--- src/rtl/tinyqv_mem_arbiter_pkg.sv ---
// Shared types and constants for the TinyQV memory arbiter.
package tinyqv_arb_pkg;

  typedef enum logic [1:0] {
    IDLE  = 2'd0,
    INSTR = 2'd1,
    DATA  = 2'd2,
    DRAIN = 2'd3
  } arb_state_e;

  // Access-width encoding shared by the CPU data port and the controller.
  localparam logic [1:0] OP_NONE = 2'b11;
  localparam logic [1:0] OP_8    = 2'b00;
  localparam logic [1:0] OP_16   = 2'b01;
  localparam logic [1:0] OP_32   = 2'b10;

  localparam int MIN_FETCH_DEFAULT = 2;

  function automatic logic op_active(input logic [1:0] op);
    return (op != OP_NONE);
  endfunction

endpackage

--- src/rtl/tinyqv_mem_arbiter_if.sv ---
// CPU-side and controller-side bundles of the TinyQV memory arbiter.
interface tinyqv_mem_arbiter_cpu_if;
  logic [23:1] instr_addr;
  logic        instr_fetch_restart;
  logic        instr_fetch_stall;
  logic        instr_fetch_started;
  logic        instr_fetch_stopped;
  logic [15:0] instr_data_in;
  logic        instr_ready;
  logic [23:0] data_addr;
  logic [1:0]  data_write_n;
  logic [1:0]  data_read_n;
  logic [31:0] data_out;
  logic        data_continue;
  logic        data_ready;
  logic [31:0] data_in;

  modport master (
    output instr_addr, instr_fetch_restart, instr_fetch_stall,
    output data_addr, data_write_n, data_read_n, data_out, data_continue,
    input  instr_fetch_started, instr_fetch_stopped, instr_data_in, instr_ready,
    input  data_ready, data_in
  );

  modport slave (
    input  instr_addr, instr_fetch_restart, instr_fetch_stall,
    input  data_addr, data_write_n, data_read_n, data_out, data_continue,
    output instr_fetch_started, instr_fetch_stopped, instr_data_in, instr_ready,
    output data_ready, data_in
  );
endinterface

interface tinyqv_mem_arbiter_mem_if;
  logic [23:0] mem_addr;
  logic [1:0]  mem_read_n;
  logic [1:0]  mem_write_n;
  logic [31:0] mem_data_out;
  logic        mem_continue;
  logic        mem_start;
  logic        mem_stop;
  logic        mem_busy;
  logic        mem_data_ready;
  logic [31:0] mem_data_in;

  modport master (
    output mem_addr, mem_read_n, mem_write_n, mem_data_out, mem_continue,
    output mem_start, mem_stop,
    input  mem_busy, mem_data_ready, mem_data_in
  );

  modport slave (
    input  mem_addr, mem_read_n, mem_write_n, mem_data_out, mem_continue,
    input  mem_start, mem_stop,
    output mem_busy, mem_data_ready, mem_data_in
  );
endinterface

--- src/rtl/tinyqv_mem_arbiter.sv ---
// Shares the QSPI controller port between TinyQV instruction fetch and data accesses.
// Define TINYQV_ARB_STARVE_GUARD_EN to guarantee MIN_FETCH halfwords per stream before data preemption.
module tinyqv_mem_arbiter
  import tinyqv_arb_pkg::*;
#(
  parameter int MIN_FETCH = MIN_FETCH_DEFAULT
) (
  input logic                       clk,
  input logic                       rst,
  tinyqv_mem_arbiter_cpu_if.slave   cpu,
  tinyqv_mem_arbiter_mem_if.master  mem
);

  arb_state_e  state_r;
  logic [23:0] mem_addr_r;
  logic [1:0]  mem_read_n_r;
  logic [1:0]  mem_write_n_r;
  logic [31:0] mem_data_out_r;
  logic        mem_continue_r;
  logic        mem_start_r;
  logic        started_r;
  logic        cont_pend_r;

  logic        data_req_s;
  logic        fetch_req_s;
  logic        preempt_s;
  logic        stop_s;
  logic        abort_s;
  logic        instr_ready_s;
  logic [15:0] instr_data_s;
  logic        data_ready_s;
  logic [31:0] data_in_s;

  // Request decode shared by launch and preemption
  always_comb begin
    data_req_s  = op_active(cpu.data_read_n) || op_active(cpu.data_write_n);
    fetch_req_s = cpu.instr_fetch_restart && !cpu.instr_fetch_stall;
  end

`ifdef TINYQV_ARB_STARVE_GUARD_EN
  localparam int CNT_W = (MIN_FETCH < 1) ? 1 : $clog2(MIN_FETCH + 1);
  logic [CNT_W-1:0] fetch_cnt_r;

  // Saturating count of halfwords delivered in the current stream
  always_ff @(posedge clk or posedge rst) begin
    if (rst) begin
      fetch_cnt_r <= '0;
    end else if (state_r != INSTR) begin
      fetch_cnt_r <= '0;
    end else if (instr_ready_s && (fetch_cnt_r < CNT_W'(MIN_FETCH))) begin
      fetch_cnt_r <= fetch_cnt_r + CNT_W'(1);
    end
  end

  assign preempt_s = data_req_s && (fetch_cnt_r >= CNT_W'(MIN_FETCH));
`else
  localparam int unused_min_fetch = MIN_FETCH;
  assign preempt_s = data_req_s;
`endif

  // Stop conditions are combinational so a racing halfword is dropped in the same cycle
  always_comb begin
    stop_s  = (state_r == INSTR) &&
              (cpu.instr_fetch_stall || cpu.instr_fetch_restart || preempt_s);
    abort_s = (state_r == DATA) && cont_pend_r && !data_req_s;
  end

  // Zero-latency return path from the controller to the owning requester
  always_comb begin
    instr_ready_s = 1'b0;
    instr_data_s  = 16'h0000;
    data_ready_s  = 1'b0;
    data_in_s     = 32'h0000_0000;
    case (state_r)
      INSTR: begin
        instr_ready_s = mem.mem_data_ready && !stop_s;
        instr_data_s  = mem.mem_data_in[15:0];
      end
      DATA: begin
        data_ready_s = mem.mem_data_ready;
        data_in_s    = mem.mem_data_in;
      end
      default: begin
        instr_ready_s = 1'b0;
      end
    endcase
  end

  // Arbitration state and registered controller command
  always_ff @(posedge clk or posedge rst) begin
    if (rst) begin
      state_r        <= IDLE;
      mem_addr_r     <= 24'h00_0000;
      mem_read_n_r   <= OP_NONE;
      mem_write_n_r  <= OP_NONE;
      mem_data_out_r <= 32'h0000_0000;
      mem_continue_r <= 1'b0;
      mem_start_r    <= 1'b0;
      started_r      <= 1'b0;
      cont_pend_r    <= 1'b0;
    end else begin
      mem_start_r <= 1'b0;
      started_r   <= 1'b0;
      case (state_r)
        IDLE: begin
          if (data_req_s) begin
            mem_addr_r     <= cpu.data_addr;
            mem_read_n_r   <= cpu.data_read_n;
            mem_write_n_r  <= cpu.data_write_n;
            mem_data_out_r <= cpu.data_out;
            mem_continue_r <= cpu.data_continue;
            mem_start_r    <= 1'b1;
            cont_pend_r    <= 1'b0;
            state_r        <= DATA;
          end else if (fetch_req_s) begin
            mem_addr_r     <= {cpu.instr_addr, 1'b0};
            mem_read_n_r   <= OP_16;
            mem_write_n_r  <= OP_NONE;
            mem_continue_r <= 1'b1;
            mem_start_r    <= 1'b1;
            started_r      <= 1'b1;
            state_r        <= INSTR;
          end
        end
        INSTR: begin
          if (stop_s) begin
            mem_read_n_r   <= OP_NONE;
            mem_write_n_r  <= OP_NONE;
            mem_continue_r <= 1'b0;
            state_r        <= DRAIN;
          end
        end
        DATA: begin
          if (abort_s) begin
            mem_read_n_r   <= OP_NONE;
            mem_write_n_r  <= OP_NONE;
            mem_continue_r <= 1'b0;
            cont_pend_r    <= 1'b0;
            state_r        <= DRAIN;
          end else if (cont_pend_r) begin
            // CPU presents its follow-on access the cycle after data_ready
            mem_addr_r     <= cpu.data_addr;
            mem_read_n_r   <= cpu.data_read_n;
            mem_write_n_r  <= cpu.data_write_n;
            mem_data_out_r <= cpu.data_out;
            mem_continue_r <= cpu.data_continue;
            cont_pend_r    <= 1'b0;
          end else if (mem.mem_data_ready) begin
            if (mem_continue_r) begin
              cont_pend_r <= 1'b1;
            end else begin
              mem_read_n_r  <= OP_NONE;
              mem_write_n_r <= OP_NONE;
              state_r       <= DRAIN;
            end
          end
        end
        DRAIN: begin
          if (!mem.mem_busy) begin
            state_r <= IDLE;
          end
        end
        default: begin
          state_r <= IDLE;
        end
      endcase
    end
  end

  assign mem.mem_addr             = mem_addr_r;
  assign mem.mem_read_n           = mem_read_n_r;
  assign mem.mem_write_n          = mem_write_n_r;
  assign mem.mem_data_out         = mem_data_out_r;
  assign mem.mem_continue         = mem_continue_r;
  assign mem.mem_start            = mem_start_r;
  assign mem.mem_stop             = stop_s || abort_s;
  assign cpu.instr_fetch_started  = started_r;
  assign cpu.instr_fetch_stopped  = stop_s;
  assign cpu.instr_ready          = instr_ready_s;
  assign cpu.instr_data_in        = instr_data_s;
  assign cpu.data_ready           = data_ready_s;
  assign cpu.data_in              = data_in_s;

endmodule

--- src/flat_wrapper.sv ---
// flat-port wrapper written by rule: the top's interface ports become plain ports
module tinyqv_mem_arbiter_flat import tinyqv_arb_pkg::*;
#(
  parameter int MIN_FETCH = MIN_FETCH_DEFAULT
)
  (clk, rst, cpu_instr_addr, cpu_instr_fetch_restart, cpu_instr_fetch_stall, cpu_data_addr, cpu_data_write_n, cpu_data_read_n, cpu_data_out, cpu_data_continue, cpu_instr_fetch_started, cpu_instr_fetch_stopped, cpu_instr_data_in, cpu_instr_ready, cpu_data_ready, cpu_data_in, mem_mem_addr, mem_mem_read_n, mem_mem_write_n, mem_mem_data_out, mem_mem_continue, mem_mem_start, mem_mem_stop, mem_mem_busy, mem_mem_data_ready, mem_mem_data_in);
  tinyqv_mem_arbiter_cpu_if cpu_i ();
  tinyqv_mem_arbiter_mem_if mem_i ();
  input logic clk;
  input logic rst;
  input wire logic [$bits(cpu_i.instr_addr)-1:0] cpu_instr_addr;
  input wire logic [$bits(cpu_i.instr_fetch_restart)-1:0] cpu_instr_fetch_restart;
  input wire logic [$bits(cpu_i.instr_fetch_stall)-1:0] cpu_instr_fetch_stall;
  input wire logic [$bits(cpu_i.data_addr)-1:0] cpu_data_addr;
  input wire logic [$bits(cpu_i.data_write_n)-1:0] cpu_data_write_n;
  input wire logic [$bits(cpu_i.data_read_n)-1:0] cpu_data_read_n;
  input wire logic [$bits(cpu_i.data_out)-1:0] cpu_data_out;
  input wire logic [$bits(cpu_i.data_continue)-1:0] cpu_data_continue;
  output wire logic [$bits(cpu_i.instr_fetch_started)-1:0] cpu_instr_fetch_started;
  output wire logic [$bits(cpu_i.instr_fetch_stopped)-1:0] cpu_instr_fetch_stopped;
  output wire logic [$bits(cpu_i.instr_data_in)-1:0] cpu_instr_data_in;
  output wire logic [$bits(cpu_i.instr_ready)-1:0] cpu_instr_ready;
  output wire logic [$bits(cpu_i.data_ready)-1:0] cpu_data_ready;
  output wire logic [$bits(cpu_i.data_in)-1:0] cpu_data_in;
  output wire logic [$bits(mem_i.mem_addr)-1:0] mem_mem_addr;
  output wire logic [$bits(mem_i.mem_read_n)-1:0] mem_mem_read_n;
  output wire logic [$bits(mem_i.mem_write_n)-1:0] mem_mem_write_n;
  output wire logic [$bits(mem_i.mem_data_out)-1:0] mem_mem_data_out;
  output wire logic [$bits(mem_i.mem_continue)-1:0] mem_mem_continue;
  output wire logic [$bits(mem_i.mem_start)-1:0] mem_mem_start;
  output wire logic [$bits(mem_i.mem_stop)-1:0] mem_mem_stop;
  input wire logic [$bits(mem_i.mem_busy)-1:0] mem_mem_busy;
  input wire logic [$bits(mem_i.mem_data_ready)-1:0] mem_mem_data_ready;
  input wire logic [$bits(mem_i.mem_data_in)-1:0] mem_mem_data_in;
  assign cpu_i.instr_addr = cpu_instr_addr;
  assign cpu_i.instr_fetch_restart = cpu_instr_fetch_restart;
  assign cpu_i.instr_fetch_stall = cpu_instr_fetch_stall;
  assign cpu_i.data_addr = cpu_data_addr;
  assign cpu_i.data_write_n = cpu_data_write_n;
  assign cpu_i.data_read_n = cpu_data_read_n;
  assign cpu_i.data_out = cpu_data_out;
  assign cpu_i.data_continue = cpu_data_continue;
  assign cpu_instr_fetch_started = cpu_i.instr_fetch_started;
  assign cpu_instr_fetch_stopped = cpu_i.instr_fetch_stopped;
  assign cpu_instr_data_in = cpu_i.instr_data_in;
  assign cpu_instr_ready = cpu_i.instr_ready;
  assign cpu_data_ready = cpu_i.data_ready;
  assign cpu_data_in = cpu_i.data_in;
  assign mem_mem_addr = mem_i.mem_addr;
  assign mem_mem_read_n = mem_i.mem_read_n;
  assign mem_mem_write_n = mem_i.mem_write_n;
  assign mem_mem_data_out = mem_i.mem_data_out;
  assign mem_mem_continue = mem_i.mem_continue;
  assign mem_mem_start = mem_i.mem_start;
  assign mem_mem_stop = mem_i.mem_stop;
  assign mem_i.mem_busy = mem_mem_busy;
  assign mem_i.mem_data_ready = mem_mem_data_ready;
  assign mem_i.mem_data_in = mem_mem_data_in;
  tinyqv_mem_arbiter #(.MIN_FETCH(MIN_FETCH)) u_core (.clk(clk), .rst(rst), .cpu(cpu_i), .mem(mem_i));
endmodule
--- config.mk ---
export PLATFORM = sky130hd
export DESIGN_NAME = tinyqv_mem_arbiter_flat
export DESIGN_NICKNAME = d
export VERILOG_FILES = /design/src/rtl/tinyqv_mem_arbiter_pkg.sv /design/src/rtl/tinyqv_mem_arbiter_if.sv /design/src/rtl/tinyqv_mem_arbiter.sv /design/src/flat_wrapper.sv
export SDC_FILE = /design/constraint.sdc
export NUM_CORES = 1
export LEC_CHECK = 0
export CAP_MARGIN = 20
export CORE_AREA = 2 2 98 100
export CTS_BUF_LIST = sky130_fd_sc_hd__clkbuf_16
export DETAILED_ROUTE_END_ITERATION = 16
export DIE_AREA = 0 0 100 102
export HOLD_SLACK_MARGIN = 0.02
export PLACE_DENSITY = 0.94
export SETUP_SLACK_MARGIN = 0.1
export SLEW_MARGIN = 20
export SYNTH_ARGS = -nofsm -noshare
export SYNTH_HDL_FRONTEND = slang
export SYNTH_SLANG_ARGS = --single-unit
--- constraint.sdc ---
create_clock -name clk -period 4.4 [get_ports clk]
set_input_delay 0.88 -clock clk [delete_from_list [all_inputs] [get_ports clk]]
set_output_delay 0.88 -clock clk [all_outputs]
set_load 0.01 [all_outputs]
==> summary.txt <==
Floorplanning
  • Initial Utilization: 0.372
  • Die W: ~100 microns
  • Placement Rows: 35
  • Die Footprint: about 10,000 sq um
  • Die height: ~100 microns
  • Num ports: approximately 240
  • Core ar.: between 9000 and 10,000 sq um

Yosys
  • Largest family of logic cells by synthesized area: multiplexers
  • Post-Synth Adder-Cell Area: 0.0222
  • Synth Warn #: 0
  • Synth Area in XOR/XNOR: 0
  • Post-synthesis sequential element count: 66
  • Mapped Cells: roughly 270
  • Post-synthesis compound-gate area fraction: 0.0322
  • Mean Syn Cell Area: 12.4 sq um
  • Synth cell types: 29
  • Main synth FF type: dfrtp_1
  • Ys async rst share: 1.00
  • Synth Area in Simple Gates: 0.140
  • EDFF count, synth: 0
  • Syn Std Cell Area: 3390 sq um
  • Mapped Nets: about 400
  • Mux cell area share after synthesis: 0.288
  • Seq/Total Area, Yosys: 0.489

Critical path
  • Startpoint types: primary input
  • Crit path required time: between 3000 and 4000 ps
  • Critical-path maximum fanout: 10
  • Critical path arrival: ~2800 ps
  • Most used cell, CP: clkdlybuf4s50_1
  • CP max stage delay: 560 ps
  • Critical path capture point type: output port
  • Crit path kind: primary input to output port
  • CP max stage cell: clkdlybuf4s50_1
  • Kind of cell adding the most delay to the critical path: buffers and inverters
  • Crit-path cells: clkdlybuf4s50_1 > and4_1 > nand3_1 > nor2_1 > clkdlybuf4s50_1
  • Buf/Inv on CP: 2

STA
  • Period utilisation layout: 0.843
  • F_max: ~270 MHz
  • Final setup viols: 0
  • Relative max-transition margin: 0.313
  • Final WS setup: 692 ps
  • Skew final: approximately 5.3 ps
  • Sum of negative setup slack: 0 ps
  • Final Hold Fails: 0
  • Slew of the pin with the lowest slew margin: about 1000 ps
  • Max Transition Viols Final: 0
  • Tmin final: between 3000 and 4000 ps
  • WHS: approximately 490 ps
  • RSZ-0062 raised after global routing: no

Clock tree
  • H-tree levels: 3
  • Post-CTS Resized: 0
  • Inserted Clock Buffers: 9
  • Setup Buffers After CTS: 0
  • Worst skew pair latency: 320 ps
  • Clock Path Buffers: 2
  • CTS tree: done
  • Clock sinks: 66
  • CTS clk-pin slew, worst paths: about 50 ps
  • Root Driver: clkbuf_16
  • Hold_buf cts: 0

Worst hold path
  • Worst min-delay path class: flip-flop to flip-flop

Route
  • WL/cell: between 15 and 20 microns
  • TritonRoute pass-1 iters: 6
  • Detailed-route via count: a little under 3,000
  • Drt drc: 0
  • Post-route antenna net violation count: 0
  • Detailed Route Iter0 Violations: 43
  • DRT Wirelength: around 11,000 microns
  • Vias per cell: 4.75

Power
  • Max VDD drop: between 0.3 and 0.4 mV
  • P_leak: around 2.5 nW
  • Pwr per Cell Area: slightly below 700 nW/um^2

Global route
  • Largest net degree at the start of global routing: between 40 and 50
  • Overflow after GRT: 0
  • First-pass GRT wire length: 15,700 microns
  • Initial antenna violation count: 0
  • Vias in the first global route: 3,055
  • Gr usage total: 0.198

Cells and area
  • NumNets Final: about 640
  • Area delta synth->final: 81.8%
  • Fraction of layout cells with a size suffix above 1: 0.185
  • Filler instances: 680
  • N_diodes: 0
  • Non-Filler Instances: approximately 630

Place
  • DP HPWL: approximately 8400 microns
  • Setup WS pre-CTS: ~690 ps
  • Placed insts: 609
  • Placer Congestion: 0.850
  • I/O Buffers: about 240

Status
  • Status: finished, final reports clean

Job
  • Max cap viols: 0
[layer usage]
layer | share of wire | routed length (microns) | global-route usage | vias up
li1 | - | - | - | 1417
met1 | 0.39 | 4060 | 0.220 | 1418
met2 | 0.53 | 5570 | 0.362 | 117
met3 | 0.065 | 686 | 0.0622 | 15
met4 | 0.018 | 188 | 0.0674 | 0
met5 | 0 | 0 | 0 | -
[synthesized netlist by cell type, types with 2 or more instances]
| master | count | area [sq um] |
|---|---|---|
| dfstp_2 | 4 | 105 |
| inv_1 | 6 | 22.5 |
| ha_1 | 6 | 75.1 |
| nor2_1 | 6 | 22.5 |
| dfrtp_1 | 62 | 1550 |
| nor2b_1 | 2 | 12.5 |
| nand2_1 | 10 | 37.5 |
| o211ai_1 | 2 | 15.0 |
| a21oi_2 | 2 | 17.5 |
| nand4_1 | 3 | 18.8 |
| mux2_1 | 15 | 169 |
| mux2_2 | 69 | 777 |
| clkbuf_1 | 4 | 15.0 |
| and2_1 | 49 | 307 |
| buf_2 | 4 | 20.0 |
| nand2b_1 | 3 | 18.8 |
| mux2i_1 | 3 | 30.0 |
| a21boi_0 | 2 | 15.0 |
| buf_4 | 5 | 37.5 |
| nand3_1 | 4 | 20.0 |
| o21ai_0 | 4 | 20.0 |
[power breakdown]
part           internal [mW]  switching, mW
Sequential             0.944          0.174
Combinational           1.36          0.916
Clock                  0.494          0.255
[kinds of logic after synthesis]
group / Yosys count
AND/OR/NAND/NOR: 81
buffers and inverters: 19
AO/OA/AOI/OAI: 14
flip-flops: 66
multiplexers: 87
adder cells (fa/ha/maj): 6
[flip-flops by register name (all words and copies together), names as in the netlist]
signal                          cells
u_core.mem.mem_addr                24
u_core.mem.mem_write_n              2
u_core.mem.mem_start                1
u_core.cpu.instr_fetch_started      1
u_core.mem.mem_data_out            32
u_core.mem.mem_read_n               2
u_core.state_r                      2
u_core.mem.mem_continue             1
u_core.cont_pend_r                  1
[worst paths after layout]
check / startpoint / endpoint / slack [ps] / depth (start not counted)
worst max-delay path: cpu_data_read_n[0] / cpu_instr_ready / 690 / 5
worst min-delay path: u_core.mem.mem_data_out[25] / u_core.mem.mem_data_out[25] / 490 / 1
worst max register to register: u_core.state_r[0] / u_core.mem.mem_data_out[15] / 1920 / 5
worst min register to register: u_core.mem.mem_data_out[25] / u_core.mem.mem_data_out[25] / 490 / 1
max in group asynchronous: rst / u_core.mem.mem_data_out[28] / 2460 / 3
min in group asynchronous: rst / u_core.mem.mem_data_out[0] / 1090 / 2
[cells in the final DEF (no fill, tap or decap), drive strengths merged, types with 2 or more instances in the layout]
cell	synthesis	routed
a21oi	3	3
clkinvlp	0	2
o21ai	4	4
dfstp	4	4
nand2	10	10
nor2	7	7
nand3	4	4
nand2b	3	3
mux2	84	84
o211ai	2	2
a21boi	2	2
clkinv	0	2
buf	9	2
ha	6	6
clkbuf	4	9
nand4	3	3
dfrtp	62	62
and2	49	49
nor2b	2	2
clkdlybuf4s50	0	236
mux2i	3	3
inv	6	7
bufinv	0	2
[per-stage QoR]
step	power, mW	utilization	cell area (sq um)
5_1_grt	4.38	0.676	6150
3_5_place_dp	3.43	0.641	5840
2_1_floorplan	2.25	-	3390
3_3_place_gp	3.33	0.641	5840
6_report	4.14	0.676	6150
4_1_cts	4.20	0.676	6150
[layout make-up]
cell class | count | area [sq um] | share of cell area
timing repair buffer | 238 | 2380 | 0.386
sequential | 66 | 1660 | 0.269
multi-input combinational | 188 | 1640 | 0.267
clock buffer | 9 | 225 | 0.0366
tap | 111 | 139 | 0.0226
clock inverter | 7 | 92.6 | 0.0150
inverter | 6 | 22.5 | 0.00366
Note: power is estimated with default switching activity, not from simulation.
